===== src/rtl/r2fft_bfly_sequencer.sv =====
// Radix-2 in-place FFT butterfly sequencer: per-stage address/twiddle issue and token delay.
// Optional cycle counter output enabled by R2FFT_SEQ_CYCLE_COUNT_EN.
module r2fft_bfly_sequencer #(
    parameter int  FFT_N      = 10,
    parameter int  MEM_RD_LAT = 1,
    parameter int  STAGE_GAP  = 4,
    localparam int SW         = (FFT_N > 1) ? $clog2(FFT_N) : 1
) (
    input  logic             clk,
    input  logic             rst,
    input  logic             start,
    input  logic             hold,
    output logic             busy,
    output logic             done,
    output logic             rdEn,
    output logic [FFT_N-1:0] rdAddrA,
    output logic [FFT_N-1:0] rdAddrB,
    output logic [FFT_N-2:0] twAddr,
    output logic [SW-1:0]    stage,
    output logic             oact,
    output logic [1:0]       octrl,
`ifdef R2FFT_SEQ_CYCLE_COUNT_EN
    output logic [31:0]      cycleCount,
`endif
    output logic [FFT_N-2:0] oMemAddr
);

    localparam int GW = $clog2(STAGE_GAP + 2);
    localparam int TW = FFT_N + 2;

    typedef enum logic [1:0] {ST_IDLE, ST_RUN, ST_GAP, ST_DONE} state_t;

    state_t           state_q, state_d;
    logic [FFT_N-2:0] j_q, j_d, run_j;
    logic [SW-1:0]    s_q, s_d, run_s;
    logic [GW-1:0]    gap_q, gap_d;
    logic             issue, j_last, run_s_last;

    logic [FFT_N-2:0] lo_mask, j_lo, j_hi, tw_v;
    logic [FFT_N-1:0] addr_a, addr_b;

    logic             rd_en_q, rd_en_d;
    logic [FFT_N-1:0] addr_a_q, addr_a_d, addr_b_q, addr_b_d;
    logic [FFT_N-2:0] tw_q, tw_d;
    logic [SW-1:0]    stage_q, stage_d;

    logic [TW-1:0]    tok_d;
    logic [TW-1:0]    tok_q [MEM_RD_LAT+1];

    // An accepted start issues (0,0) on the same edge, so IDLE behaves as RUN then.
    always_comb begin
        state_d    = state_q;
        j_d        = j_q;
        s_d        = s_q;
        gap_d      = gap_q;
        issue      = 1'b0;
        run_s      = (state_q == ST_RUN) ? s_q : '0;
        run_j      = (state_q == ST_RUN) ? j_q : '0;
        run_s_last = (run_s == SW'(FFT_N - 1));
        j_last     = (run_j == '1);
        unique case (state_q)
            ST_IDLE: begin
                if (start) begin
                    state_d = ST_RUN;
                    s_d     = '0;
                    j_d     = '0;
                    issue   = !hold;
                end
            end
            ST_RUN: issue = !hold;
            ST_GAP: begin
                gap_d = gap_q + 1'b1;
                // Final stage waits one extra cycle so done lines up with the registered issue outputs.
                if (s_q == SW'(FFT_N - 1)) begin
                    if (gap_q == GW'(STAGE_GAP)) state_d = ST_DONE;
                end else if (gap_q == GW'(STAGE_GAP - 1)) begin
                    state_d = ST_RUN;
                    s_d     = s_q + 1'b1;
                    j_d     = '0;
                end
            end
            ST_DONE: state_d = ST_IDLE;
            default: state_d = ST_IDLE;
        endcase
        if (issue) begin
            j_d = run_j + 1'b1;
            if (j_last) begin
                if (run_s_last || STAGE_GAP != 0) begin
                    state_d = ST_GAP;
                    gap_d   = '0;
                end else begin
                    s_d = run_s + 1'b1;
                end
            end
        end
    end

    // Insert a zero at bit s of j to form the A/B pair; twiddle stride shrinks per stage.
    always_comb begin
        lo_mask = ~({(FFT_N-1){1'b1}} << run_s);
        j_lo    = run_j & lo_mask;
        j_hi    = run_j & ~lo_mask;
        addr_a  = {j_hi, 1'b0} | {1'b0, j_lo};
        addr_b  = addr_a | (FFT_N'(1) << run_s);
        tw_v    = j_lo << (SW'(FFT_N - 1) - run_s);
        tok_d   = issue ? {1'b1, run_s_last && j_last, run_j == '0, run_j} : '0;
    end

    always_comb begin
        rd_en_d  = issue;
        addr_a_d = addr_a_q;
        addr_b_d = addr_b_q;
        tw_d     = tw_q;
        stage_d  = stage_q;
        if (issue) begin
            addr_a_d = addr_a;
            addr_b_d = addr_b;
            tw_d     = tw_v;
            stage_d  = run_s;
        end
    end

    always_ff @(posedge clk or negedge rst) begin
        if (!rst) begin
            state_q  <= ST_IDLE;
            j_q      <= '0;
            s_q      <= '0;
            gap_q    <= '0;
            rd_en_q  <= 1'b0;
            addr_a_q <= '0;
            addr_b_q <= '0;
            tw_q     <= '0;
            stage_q  <= '0;
            for (int i = 0; i <= MEM_RD_LAT; i++) tok_q[i] <= '0;
        end else begin
            state_q  <= state_d;
            j_q      <= j_d;
            s_q      <= s_d;
            gap_q    <= gap_d;
            rd_en_q  <= rd_en_d;
            addr_a_q <= addr_a_d;
            addr_b_q <= addr_b_d;
            tw_q     <= tw_d;
            stage_q  <= stage_d;
            tok_q[0] <= tok_d;
            for (int i = 1; i <= MEM_RD_LAT; i++) tok_q[i] <= tok_q[i-1];
        end
    end

    assign busy    = (state_q == ST_RUN) || (state_q == ST_GAP);
    assign done    = (state_q == ST_DONE);
    assign rdEn    = rd_en_q;
    assign rdAddrA = addr_a_q;
    assign rdAddrB = addr_b_q;
    assign twAddr  = tw_q;
    assign stage   = stage_q;
    assign {oact, octrl, oMemAddr} = tok_q[MEM_RD_LAT];

`ifdef R2FFT_SEQ_CYCLE_COUNT_EN
    logic [31:0] cnt_q, cnt_d;

    always_comb begin
        cnt_d = cnt_q;
        if (state_q == ST_IDLE && start) cnt_d = '0;
        else if (busy)                   cnt_d = cnt_q + 32'd1;
    end

    always_ff @(posedge clk or negedge rst) begin
        if (!rst) cnt_q <= '0;
        else      cnt_q <= cnt_d;
    end

    assign cycleCount = cnt_q;
`endif

endmodule

===== config.mk =====
export PLATFORM = sky130hd
export DESIGN_NAME = r2fft_bfly_sequencer
export DESIGN_NICKNAME = d
export VERILOG_FILES = /design/src/rtl/r2fft_bfly_sequencer.sv
export SDC_FILE = /design/constraint.sdc
export NUM_CORES = 1
export LEC_CHECK = 0
export ABC_AREA = 1
export BUFFER_PORTS_ARGS = -buffer_cell sky130_fd_sc_hd__clkbuf_2
export CAP_MARGIN = 5
export CORE_AREA = 2 2 88 90
export DETAILED_ROUTE_END_ITERATION = 8
export DIE_AREA = 0 0 90 92
export PLACE_DENSITY = 0.74
export SLEW_MARGIN = 20
export SYNTH_ARGS = -nofsm -noshare
export SYNTH_HDL_FRONTEND = slang
export SYNTH_SLANG_ARGS = --single-unit

===== constraint.sdc =====
create_clock -name clk -period 2.4 [get_ports clk]
set_clock_uncertainty 0.15 [all_clocks]
set_input_delay 0 -clock clk [delete_from_list [all_inputs] [get_ports clk]]
set_output_delay 0 -clock clk [all_outputs]
set_load 0.01 [all_outputs]

==> summary.md, run 1 <==
| Metric | Value |
|---|---|
| Run status | finished, final reports clean |
| Number of DRC markers in iteration 0 | 217 |
| Detail Placement HPWL | 6009 um |
| Initial standard-cell utilization of the core | 48.86% |
| Vias per std cell | 5.184 |
| Post-synthesis cell type count | 34 |
| Std cell rows | 32 |
| Worst-case headroom to the max-slew limit | 39.13% |
| Wire length of the first global-routing pass | 13660 um |
| RSZ-0062 raised after global routing | true |
| Die span in x | 90 um |
| Y dimension of the die | 92 um |
| Worst hold margin | 0.1541 ns |
| Final max-slew violation count | 0 |
| Deepest clock path buffer count | 2 |
| Net switching fraction of the power | 33.88% |
| Sequential power share | 41.5% |
| Layout Utilization | 59.04% |
| Total count of hold-check failures in the final report | 0 |
| Number of diodes | 0 |
| Overall Global Routing Usage | 20.78% |
| Slack of the worst reg-to-reg path | 0.11 ns |
| Wire length per cell after detailed routing | 13.78 um |
| Final total power | 3905 uW |
| Synth-to-layout area growth | 20.84% |
| Tightest Pin Transition | 0.9131 ns |
| Sink Count | 75 |
| Count of endpoints failing setup in the final report | 0 |
| Post-route DRC | 0 |
| Final layout net count | 509 |
| Part of the cycle the worst path needs | 95.31% |
| Summed instance area of the synthesized netlist | 3638 um^2 |
| DP Cell Count | 575 |
| Path type of the worst min-delay path | input port to asynchronous set/reset pin |
| Reg2reg start | state_q[1]$_DFF_PN0_ |
| Critical path, cell by cell | inv_2, ha_4, nand2_2, inv_2, ha_2, inv_1, nor2_2, nand3_2, nor4_4, ha_2, nand2_4, o211ai_1, inv_1 |
| Multi-input combinational cell area | 1480 um^2 |
| Length of the first detailed-routing pass in iterations | 5 |
| Synth Instances | 422 |
| Critical path startpoint category | register |
| Endpoint type of the worst setup path | register |
| Register-to-Register Path Depth | 13 |
| Number of top-level pins | 52 |
| Routed WL | 8239 um |
| Maximum VDD drop | 634.7 uV |
| Number of buffers added by the clock tree synthesis step | 9 |
| Storage cell area | 1877 um^2 |
| P per Cell Area | 888.2 nW/um^2 |
| Maximum level of the CTS H-tree | 3 |
| Synthesized area divided by synthesized cell count | 8.622 um^2 |
| Post-layout min period | 2.288 ns |
| Filler Cell Count | 664 |
| Reg2reg end | gap_q[2]$_DFF_PN0_ |
| Count of max-cap constraint violations | 0 |
| Proportion of power drawn by combinational gates | 30.4% |
| Number of synthesis warnings | 0 |
| Final weighted congestion of routability-driven global placement | 0.9119 |
| Non-filler cells in the finished layout | 598 |
| Number of antenna violations at the first check in global routing | 0 |
| Pin count of the biggest net entering global routing | 76 |
| Required @ worst endpoint | 2.50 ns |
| Share of post-route cells with drive strength above 1 | 25.81% |
| Switching power total | 1323 uW |
| CP Data Arrival Time | 2.38 ns |
| Highest Clock Rate | 437.2 MHz |
| Part of the total power dissipated in the clock network | 28.1% |
| Total number of vias | 3100 |
| Die area | 8280 um^2 |
| Total nets after synthesis | 440 |
| Largest stage delay on the critical path | 0.39 ns |
| GR Overflow Total | 0 |
| Placeable Area | 7447 um^2 |
| CP Class | register to register |
| Worst Path Max Fanout | 6 |
| Cell at the root of the clock tree | clkbuf_8 |
| PortBufs | 51 |
| Via count of the first global-routing pass | 2836 |
| Register area share after synthesis | 51.58% |
| Flip-flop and latch count after synthesis | 75 |
| Leak pwr | 0.002381 uW |
| Max stage delay cell, worst path | dfrtp_1 |
| Clock latency on the worst-skew pair | 0.36 ns |
| Clock slew at reported path FFs | 0.08 ns |
| Clock tree from TritonCTS | yes |
| Antenna Nets Post-Route | 0 |
| Internal power contribution | 2582 uW |
[power by group through the flow]
| stage | logic [uW] | registers [uW] | clock network [uW] |
|---|---|---|---|
| 4_1_cts | 1150 | 1620 | 1110 |
| 6_report | 1190 | 1620 | 1100 |
| 3_5_place_dp | 1140 | 1640 | 0 |
| 2_1_floorplan | 622 | 1710 | 0 |
| 5_1_grt | 1320 | 1650 | 1160 |
| 3_3_place_gp | 1110 | 1640 | 0 |
[worst max path at each step]
stage	depth (start not counted)	slack (ns)	startpoint	endpoint
floorplan	15	0.003	state_q[1]$_DFF_PN0_	gap_q[2]$_DFF_PN0_
global placement	13	0.02	state_q[1]$_DFF_PN0_	gap_q[2]$_DFF_PN0_
detailed placement	13	-0.14	state_q[1]$_DFF_PN0_	gap_q[2]$_DFF_PN0_
CTS	12	0.02	state_q[1]$_DFF_PN0_	twAddr[4]$_DFFE_PN0P_
global route	13	-0.03	state_q[1]$_DFF_PN0_	gap_q[2]$_DFF_PN0_
finish	13	0.11	state_q[1]$_DFF_PN0_	gap_q[2]$_DFF_PN0_
[state kept, by name, indices dropped and copies added, names as in the netlist, 3 cells and up]
register / count
rdAddrA: 10
stage: 4
s_q: 4
rdAddrB: 10
oMemAddr: 9
j_q: 9
tok_q: 11
gap_q: 3
twAddr: 9
[metrics by stage]
step	area [um^2]	TNS [ns]	setup slack [ns]
floorplan	3638	0	0.003370
global placement	4055	0	0.02292
detailed placement	4055	-0.5992	-0.1409
CTS	4323	0	0.02432
global route	4397	-0.04214	-0.02824
finish	4397	0	0.1125
[worst max-delay path, delay by kind of cell (launching register included)]
family | cells | cell delay (ns)
AO/OA/AOI/OAI | 1 | 0.09
flip-flops | 1 | 0.39
AND/OR/NAND/NOR | 5 | 0.70
buffers and inverters | 4 | 0.25
adder cells (fa/ha/maj) | 3 | 0.59
[what timing repair did]
item	4_1_cts	5_1_grt
setup buffers	0	4
hold buffers	3	0
endpoints found under the hold margin	89	0
endpoints found under the setup margin	8	14
resized for setup	3	14
pin swaps	0	5
[cell families (layout without fill, tap and decap cells)]
group,count (synthesis),count (layout),synth area share (%)
XOR/XNOR,1,1,0.2408
AND/OR/NAND/NOR,184,184,22.25
AO/OA/AOI/OAI,74,74,11.76
flip-flops,75,75,51.58
adder cells (fa/ha/maj),14,14,4.814
buffers and inverters,74,148,9.354
[cell type report]
cell class	count	area share, %
clock buffers	11	3.216
clock inverters	5	1.935
inverters	50	4.269
multi-input cells	273	33.67
flip-flops and latches	75	42.69
well taps	102	2.903
repair buffers	82	11.33
[layout by cell type, fill, tap and decap left out, drive strengths merged]
cell type and n:
a211oi 2, a21oi 16, a31oi 2, and2 1, buf 29, bufinv 2, clkbuf 61, clkinv 1
clkinvlp 1, dfrtp 75, dlygate4sd3 3, ha 14, inv 51, nand2 93, nand3 28, nand4 6
nor2 49, nor3 6, nor4 1, o2111ai 1, o211ai 2, o21a 5, o21ai 36, o221ai 1
o22ai 8, o32ai 1, xor2 1
[synthesized netlist by cell type]
master      n  area, um^2
nand3_2     1       10.01
nand2_1    86       322.8
o22ai_1     8       50.05
nand2_4     2       22.52
o32ai_1     1       8.760
nand4_1     6       37.54
nand3_1    27       135.1
dfrtp_1    75        1877
o21a_1      5       37.54
xor2_1      1       8.760
a21oi_1    16       80.08
nor2_1     46       172.7
nor3_1      5       25.02
nor2_4      1       11.26
buf_4      12       90.09
nor3_4      1       16.27
and2_1      1       6.260
o2111ai_1   1       8.760
inv_1      43       161.4
a31oi_1     2       12.51
o21ai_0    23       115.1
clkbuf_1    3       11.26
buf_2       8       40.04
o221ai_1    1       8.760
nor2_2      2       12.51
inv_2       7       26.28
o211ai_1    2       15.01
nor4_1      1       6.260
nand2_2     5       31.28
o21ai_4     1       16.27
buf_6       1       11.26
a211oi_1    2       15.01
o21ai_1    12       60.06
ha_1       14       175.2
[layer usage]
layer	up-vias	routed length, um	track usage (%)
met5	-	0	0
met4	0	235	10.26
met3	19	445	4.355
met2	118	3800	32.71
met1	1458	3758	27.47
li1	1505	-	-
(Power assumes the default switching activity.)
==> run 2: changes to the inputs <==
--- a/config.mk
+++ b/config.mk
@@ -8,10 +8,10 @@
 export ABC_AREA = 1
 export BUFFER_PORTS_ARGS = -buffer_cell sky130_fd_sc_hd__clkbuf_2
 export CAP_MARGIN = 5
-export CORE_AREA = 2 2 88 90
+export CORE_AREA = 2 2 93 95
 export DETAILED_ROUTE_END_ITERATION = 8
-export DIE_AREA = 0 0 90 92
-export PLACE_DENSITY = 0.74
+export DIE_AREA = 0 0 95 97
+export PLACE_DENSITY = 0.67
 export SLEW_MARGIN = 20
 export SYNTH_ARGS = -nofsm -noshare
 export SYNTH_HDL_FRONTEND = slang
==> run 2 against run 1 <==
  * Worst hold slack gained 0.019 ns
  * Clock-buffer cell count decreased by 1
  * Sequential share of layout area about the same
  * Register-to-register slack better by 0.02 ns
  * Combinational power barely moved
  * First-iteration DRC count is 11% higher
==> summary.md, run 2 (same netlist as run 1, synthesis figures left out) <==
| Metric | Value |
|---|---|
| Count of max-cap constraint violations | 0 (unchanged) |
| Length of the first detailed-routing pass in iterations | 5 (unchanged) |
| Maximum level of the CTS H-tree | 3 (unchanged) |
| Run status | finished, final reports clean |
| Sink Count | 75 (unchanged) |
| Std cell rows | 33 (+3.1%) |
| Tightest Pin Transition | 0.9139 ns (+0.0007879 ns) |
| Critical path startpoint category | register |
| CP Class | register to register |
| Wire length of the first global-routing pass | 14720 um (+7.7%) |
| Pin count of the biggest net entering global routing | 76 (unchanged) |
| Clock latency on the worst-skew pair | 0.35 ns (about the same) |
| Number of buffers added by the clock tree synthesis step | 9 (unchanged) |
| DP Cell Count | 581 (+1.0%) |
| Start point of the critical path | state_q[1]$_DFF_PN0_ |
| Reg2reg start | state_q[1]$_DFF_PN0_ |
| Worst-case headroom to the max-slew limit | 39.07% (-0.052 points) |
| Final weighted congestion of routability-driven global placement | 0.9195 (+0.83%) |
| Required @ worst endpoint | 2.49 ns (about the same) |
| PortBufs | 51 (unchanged) |
| Initial standard-cell utilization of the core | 44.73% (-4.1 points) |
| Total number of vias | 3151 (+1.6%) |
| Leading cell types in the layout, fill and taps excluded | nand2_1 (85), dfrtp_1 (75), clkbuf_2 (50) |
| Maximum VDD drop | 644.6 uV (+1.5%) |
| Number of diodes | 0 (unchanged) |
| Part of the cycle the worst path needs | 94.46% (-0.85 points) |
| Final std cell area, no fill | 4393 um^2 (about the same) |
| Placeable Area | 8134 um^2 (+9.2%) |
| Overall Global Routing Usage | 20.41% (-0.36 points) |
| Clock slew at reported path FFs | 0.09 ns (about the same) |
| Path type of the worst min-delay path | input port to asynchronous set/reset pin |
| Share of post-route cells with drive strength above 1 | 24.85% (-0.96 points) |
| Reg with most FFs | tok_q |
| Antenna Nets Post-Route | 0 (unchanged) |
| Endpoint type of the worst setup path | register |
| Die span in x | 95 um (+5.6%) |
| Post-layout min period | 2.267 ns (-0.02037 ns) |
| Register-to-Register Path Depth | 13 (unchanged) |
| Number of antenna violations at the first check in global routing | 0 (unchanged) |
| Leak pwr | 0.002367 uW (-0.58%) |
| Post-route DRC | 0 (unchanged) |
| Final layout net count | 508 (-0.20%) |
| GR Overflow Total | 0 (unchanged) |
| Filler Cell Count | 748 (+13%) |
| Total count of hold-check failures in the final report | 0 (unchanged) |
| Final max-slew violation count | 0 (unchanged) |
| Worst Path Max Fanout | 6 (unchanged) |
| Vias per std cell | 5.252 (+1.3%) |
| Number of DRC markers in iteration 0 | 241 (+11%) |
| Detail Placement HPWL | 6419 um (+6.8%) |
| Via count of the first global-routing pass | 3089 (+8.9%) |
| Most frequent standard cell in the layout excluding fill and tap cells | nand2_1 |
| Area after DPL | 4106 um^2 (+1.3%) |
| Routed WL | 8943 um (+8.5%) |
| Final total power | 3844 uW (-1.6%) |
| CP Data Arrival Time | 2.36 ns (-0.02 ns) |
| Flip-flop count of the largest register, all copies and words added | 11 (unchanged) |
| Count of endpoints failing setup in the final report | 0 (unchanged) |
| P per Cell Area | 875.0 nW/um^2 (-1.5%) |
| Synth-to-layout area growth | 20.74% (about the same) |
| Worst hold margin | 0.1735 ns (+0.01939 ns) |
| Non-filler cells in the finished layout | 600 (+0.33%) |
| Wire length per cell after detailed routing | 14.91 um (+8.2%) |
| Number of top-level pins | 52 (unchanged) |
| Highest Clock Rate | 441.1 MHz (+0.90%) |
| Cell at the root of the clock tree | clkbuf_8 |
| Y dimension of the die | 97 um (+5.4%) |
| Clock tree from TritonCTS | yes |
| Die area | 9215 um^2 (+11%) |
| Deepest clock path buffer count | 2 (unchanged) |
==> run 2: timing repair <==
action,4_1_cts,5_1_grt
endpoints found under the setup margin,6,16
hold buffers,3,0
endpoints found under the hold margin,89,0
setup buffers,0,0
resized for setup,2,9
pin swaps,0,0
==> run 2: stage by stage <==
stage          setup TNS, ns  worst slack, ns  utilization, %
6_report                   0           0.1329           54.01
5_1_grt             -0.09865         -0.05232           54.01
4_1_cts                    0          0.02473           53.48
3_5_place_dp         -0.1399         -0.05469           50.48
3_3_place_gp               0          0.06780           50.48
2_1_floorplan              0         0.003370               -
==> run 2: layout make-up <==
type | count | area, um^2 | share of cell area [%]
sequential | 75 | 1877 | 42.72
clock buffer | 10 | 137.6 | 3.133
clock inverter | 6 | 71.32 | 1.623
inverter | 50 | 187.7 | 4.272
tap | 105 | 131.4 | 2.991
timing repair buffer | 81 | 515.5 | 11.73
multi-input combinational | 273 | 1473 | 33.52
==> run 2: metal layers <==
metal / vias to the layer above / global-route usage, % / part of all wire (%)
li1: 1501 / - / -
met1: 1513 / 29.23 / 46
met2: 114 / 29.84 / 46
met3: 23 / 3.816 / 5.0
met4: 0 / 9.253 / 3.0
met5: - / 0 / 0
==> run 2: power by group <==
| part | switching (uW) | internal (uW) | total [uW] |
|---|---|---|---|
| clock | 499 | 518 | 1020 |
| sequential | 135 | 1480 | 1620 |
| combinational | 734 | 474 | 1210 |
==> run 2: final timing paths <==
kind / slack, ns / to
max in group asynchronous: 1.33 / rdAddrB[3]$_DFFE_PN0P_
worst max register to register: 0.13 / gap_q[0]$_DFF_PN0_
min in group clk: 0.19 / oMemAddr[0]$_DFF_PN0_
worst min register to register: 0.19 / oMemAddr[0]$_DFF_PN0_
worst min-delay path: 0.17 / oact$_DFF_PN0_
worst max-delay path: 0.13 / gap_q[0]$_DFF_PN0_
==> run 2: worst max-delay path, cell delays in order (launching register included) <==
cell     delay [ns]
dfrtp_1        0.39
inv_2          0.08
ha_4           0.17
nand2_1        0.08
inv_1          0.10
ha_1           0.17
inv_1          0.05
nor2_2         0.16
nand3_2        0.14
nor4_4         0.18
ha_2           0.22
nand2_2        0.11
o21ai_0        0.11
inv_1          0.06
==> run 3: changes to the inputs <==
--- a/config.mk
+++ b/config.mk
@@ -5,13 +5,12 @@
 export SDC_FILE = /design/constraint.sdc
 export NUM_CORES = 1
 export LEC_CHECK = 0
-export ABC_AREA = 1
+export ABC_AREA = 0
 export BUFFER_PORTS_ARGS = -buffer_cell sky130_fd_sc_hd__clkbuf_2
 export CAP_MARGIN = 5
-export CORE_AREA = 2 2 93 95
+export CORE_AREA = 2 2 96 98
 export DETAILED_ROUTE_END_ITERATION = 8
-export DIE_AREA = 0 0 95 97
-export PLACE_DENSITY = 0.67
+export DIE_AREA = 0 0 98 100
 export SLEW_MARGIN = 20
 export SYNTH_ARGS = -nofsm -noshare
 export SYNTH_HDL_FRONTEND = slang
==> constraint.sdc (replaced) <==
create_clock -name clk -period 2.2 [get_ports clk]
set_clock_uncertainty 0.15 [all_clocks]
set_input_delay 0 -clock clk [delete_from_list [all_inputs] [get_ports clk]]
set_output_delay 0 -clock clk [all_outputs]
set_load 0.01 [all_outputs]
==> run 3 against run 2 <==
  * The run now ends with hold timing left
  * Critical endpoint is now twAddr[8]$_DFFE_PN0P_
  * Critical path type unchanged
  * Sequential power fell by 3%
  * Fmax rose by 9.6%
  * Critical path depth fell by 4
  * Largest cell class unchanged
  * Utilization fell by 1.5 points
==> summary.md, run 3 <==
| Metric | Value |
|---|---|
| Clock tree from TritonCTS | yes |
| Part of the cycle the worst path needs | 93.99% (-0.48 points) |
| Predominant post-synthesis flop cell | dfrtp_1 |
| Maximum VDD drop | 393.2 uV (-39%) |
| Path type of the worst min-delay path | input port to asynchronous set/reset pin |
| Flip-flop and latch count after synthesis | 75 (unchanged) |
| Total nets after synthesis | 408 (-7.3%) |
| Wire length of the first global-routing pass | 15350 um (+4.3%) |
| Number of antenna violations at the first check in global routing | 0 (unchanged) |
| Antenna Nets Post-Route | 0 (unchanged) |
| Most common cell in the netlist | dfrtp_1 |
| Violations in the final reports | hold timing |
| Initial standard-cell utilization of the core | 43.39% (-1.3 points) |
| GR Overflow Total | 0 (unchanged) |
| Most frequent cells after synthesis | dfrtp_1 (75), nand2_1 (52), o21ai_0 (31) |
| Reg2reg end | twAddr[8]$_DFFE_PN0P_ |
| Max stage delay cell, worst path | dfrtp_1 |
| Most frequent standard cell in the layout excluding fill and tap cells | dfrtp_1 |
| Reg2reg start | state_q[1]$_DFF_PN0_ |
| Vias per std cell | 5.563 (+5.9%) |
| Layout Utilization | 52.47% (-1.5 points) |
| Clock latency on the worst-skew pair | 0.36 ns (about the same) |
| Y dimension of the die | 100 um (+3.1%) |
| Critical path startpoint category | register |
| Endpoint type of the worst setup path | register |
| Leak pwr | 0.002281 uW (-3.6%) |
| Wire length per cell after detailed routing | 16.84 um (+13%) |
| Synth-to-layout area growth | 20.92% |
| CP Data Arrival Time | 2.21 ns (-0.15 ns) |
| Final layout net count | 465 (-8.5%) |
| Cell type contributing the most total cell area after synthesis | dfrtp_1 |
| Final std cell area, no fill | 4664 um^2 (+6.2%) |
| Cell types with the largest area share after synthesis | dfrtp_1 (49%), nand2_1 (5.1%), ha_1 (4.5%) |
| Placeable Area | 8890 um^2 (+9.3%) |
| Tightest Pin Transition | 0.5604 ns (-0.3535 ns) |
| Leading cell types in the layout, fill and taps excluded | dfrtp_1 (74), clkbuf_2 (50), nand2_1 (48) |
| Run status | complete, but fails checks |
| Critical path, cell by cell | inv_2, ha_4, buf_4, nand2_4, ha_4, nor3b_4, a211oi_1, or4_1, nand4_1 |
| Std cell rows | 35 (+6.1%) |
| Number of top-level pins | 52 (unchanged) |
| Non-filler cells in the finished layout | 563 (-6.2%) |
| Count of endpoints failing setup in the final report | 0 (unchanged) |
| Async set or reset register ratio after synthesis | 100.0% (unchanged) |
| Largest stage delay on the critical path | 0.39 ns (about the same) |
| Post-layout min period | 2.068 ns (-0.1994 ns) |
| Share of post-route cells with drive strength above 1 | 26.77% (+1.9 points) |
| Area after DPL | 4280 um^2 (+4.2%) |
| Routed WL | 9481 um (+6.0%) |
| Synth Instances | 390 (-7.6%) |
| Clock slew at reported path FFs | 0.08 ns (about the same) |
| P per Cell Area | 863.3 nW/um^2 (-1.3%) |
| Detail Placement HPWL | 6573 um (+2.4%) |
| Summed instance area of the synthesized netlist | 3857 um^2 (+6.0%) |
| Total count of hold-check failures in the final report | 3 (+3) |
| Post-route DRC | 0 (unchanged) |
| Reg with most FFs | tok_q |
| Slack of the worst reg-to-reg path | 0.13 ns (about the same) |
| Worst-case headroom to the max-slew limit | 61.57% (+22 points) |
| Cell mode on critical path | ha_4 |
| Highest Clock Rate | 483.6 MHz (+9.6%) |
| Number of DRC markers in iteration 0 | 257 (+6.6%) |
| Number of synthesis warnings | 0 (unchanged) |
| Maximum level of the CTS H-tree | 3 (unchanged) |
| DP Cell Count | 535 (-7.9%) |
| Sink Count | 75 (unchanged) |
| Register area share after synthesis | 48.65% (-2.9 points) |
| Post-synthesis cell type count | 58 (+71%) |
| PortBufs | 51 (unchanged) |
| CP Class | register to register |
| Via count of the first global-routing pass | 3007 (-2.7%) |
| Final max-slew violation count | 0 (unchanged) |
| Overall Global Routing Usage | 19.70% (-0.71 points) |
| Worst hold margin | -0.005457 ns (-0.1789 ns) |
| Total number of vias | 3132 (-0.60%) |
| Pin count of the biggest net entering global routing | 40 (-47%) |
| Synthesized area divided by synthesized cell count | 9.891 um^2 (+15%) |
| Worst Path Max Fanout | 6 (unchanged) |
| Register-to-Register Path Depth | 9 (-4) |
| Flip-flop count of the largest register, all copies and words added | 11 (unchanged) |
| Length of the first detailed-routing pass in iterations | 5 (unchanged) |
| Final weighted congestion of routability-driven global placement | 0.8609 (-6.4%) |
| Die area | 9800 um^2 (+6.3%) |
| Deepest clock path buffer count | 2 (unchanged) |
| Number of diodes | 0 (unchanged) |
| Post-synth EDFFs | 0 (unchanged) |
| Die span in x | 98 um (+3.2%) |
| Number of buffers added by the clock tree synthesis step | 9 (unchanged) |
| Share of the synthesized area in the top cell type | 48.65% (-2.9 points) |
| Required @ worst endpoint | 2.34 ns (-0.15 ns) |
| Count of max-cap constraint violations | 0 (unchanged) |
| Cell at the root of the clock tree | clkbuf_8 |
-- run 3: report_power, final --
part / leakage [uW] / switching, uW / total (uW) / internal, uW
clock network: 0.000121 / 531 / 1290 / 758
registers: 0.00101 / 66.0 / 1570 / 1500
logic: 0.00115 / 679 / 1170 / 491
-- run 3: cell families after synthesis --
| family | after synthesis | share of synthesized area [%] |
|---|---|---|
| XOR/XNOR | 3 | 0.6813 |
| AO/OA/AOI/OAI | 102 | 18.46 |
| adder cells (fa/ha/maj) | 14 | 4.541 |
| buffers and inverters | 57 | 8.141 |
| multiplexers | 9 | 2.400 |
| flip-flops | 75 | 48.65 |
| AND/OR/NAND/NOR | 130 | 17.13 |
-- run 3: worst max-delay path by stage --
stage                               from                     to  slack, ns  depth (start not counted)
global placement    state_q[1]$_DFF_PN0_  twAddr[8]$_DFFE_PN0P_       0.14                          9
global route        state_q[1]$_DFF_PN0_    tok_q[22]$_DFF_PN0_     -0.004                         10
detailed placement  state_q[1]$_DFF_PN0_    tok_q[22]$_DFF_PN0_       0.08                         10
floorplan           state_q[1]$_DFF_PN0_  twAddr[8]$_DFFE_PN0P_      -0.02                         11
CTS                 state_q[1]$_DFF_PN0_    tok_q[22]$_DFF_PN0_       0.05                         10
finish              state_q[1]$_DFF_PN0_  twAddr[8]$_DFFE_PN0P_       0.13                          9
-- run 3: repair_timing --
item,in CTS,in global routing
hold buffers,3,0
endpoints found under the hold margin,84,0
buffers inserted,0,8
gates resized for setup,0,9
endpoints found under the setup margin,0,8
-- run 3: critical path, delay by kind of cell (launching register included) --
kind / cells / cell delay [ns]
AND/OR/NAND/NOR: 4 / 0.78
adder cells (fa/ha/maj): 2 / 0.40
flip-flops: 1 / 0.39
buffers and inverters: 2 / 0.22
AO/OA/AOI/OAI: 1 / 0.06
-- run 3: cell type report --
class	instances	area, um^2
fillers	845	4225
flip-flops and latches	75	1878
multi-input cells	258	1728
repair buffers	89	626.9
well taps	111	138.9
clock buffers	10	127.6
clock inverters	6	112.6
inverters	14	52.55
-- run 3: per-layer routing --
| metal | GRT usage, % | wire (um) |
|---|---|---|
| met1 | 27.42 | 4359 |
| met2 | 30.72 | 4416 |
| met3 | 4.248 | 533 |
| met4 | 6.838 | 171 |
| met5 | 0 | 0 |
-- run 3: metrics by stage --
stage | worst slack [ns] | power (uW) | setup TNS (ns) | hold WS (ns)
floorplan | -0.01863 | 2271 | -0.01863 | -0.4456
global placement | 0.1381 | 2610 | 0 | -0.1590
detailed placement | 0.07685 | 2625 | 0 | -0.1517
CTS | 0.04838 | 3916 | 0 | 0.008116
global route | -0.003627 | 4235 | -0.003627 | 0.04998
finish | 0.1323 | 4027 | 0 | -0.005457
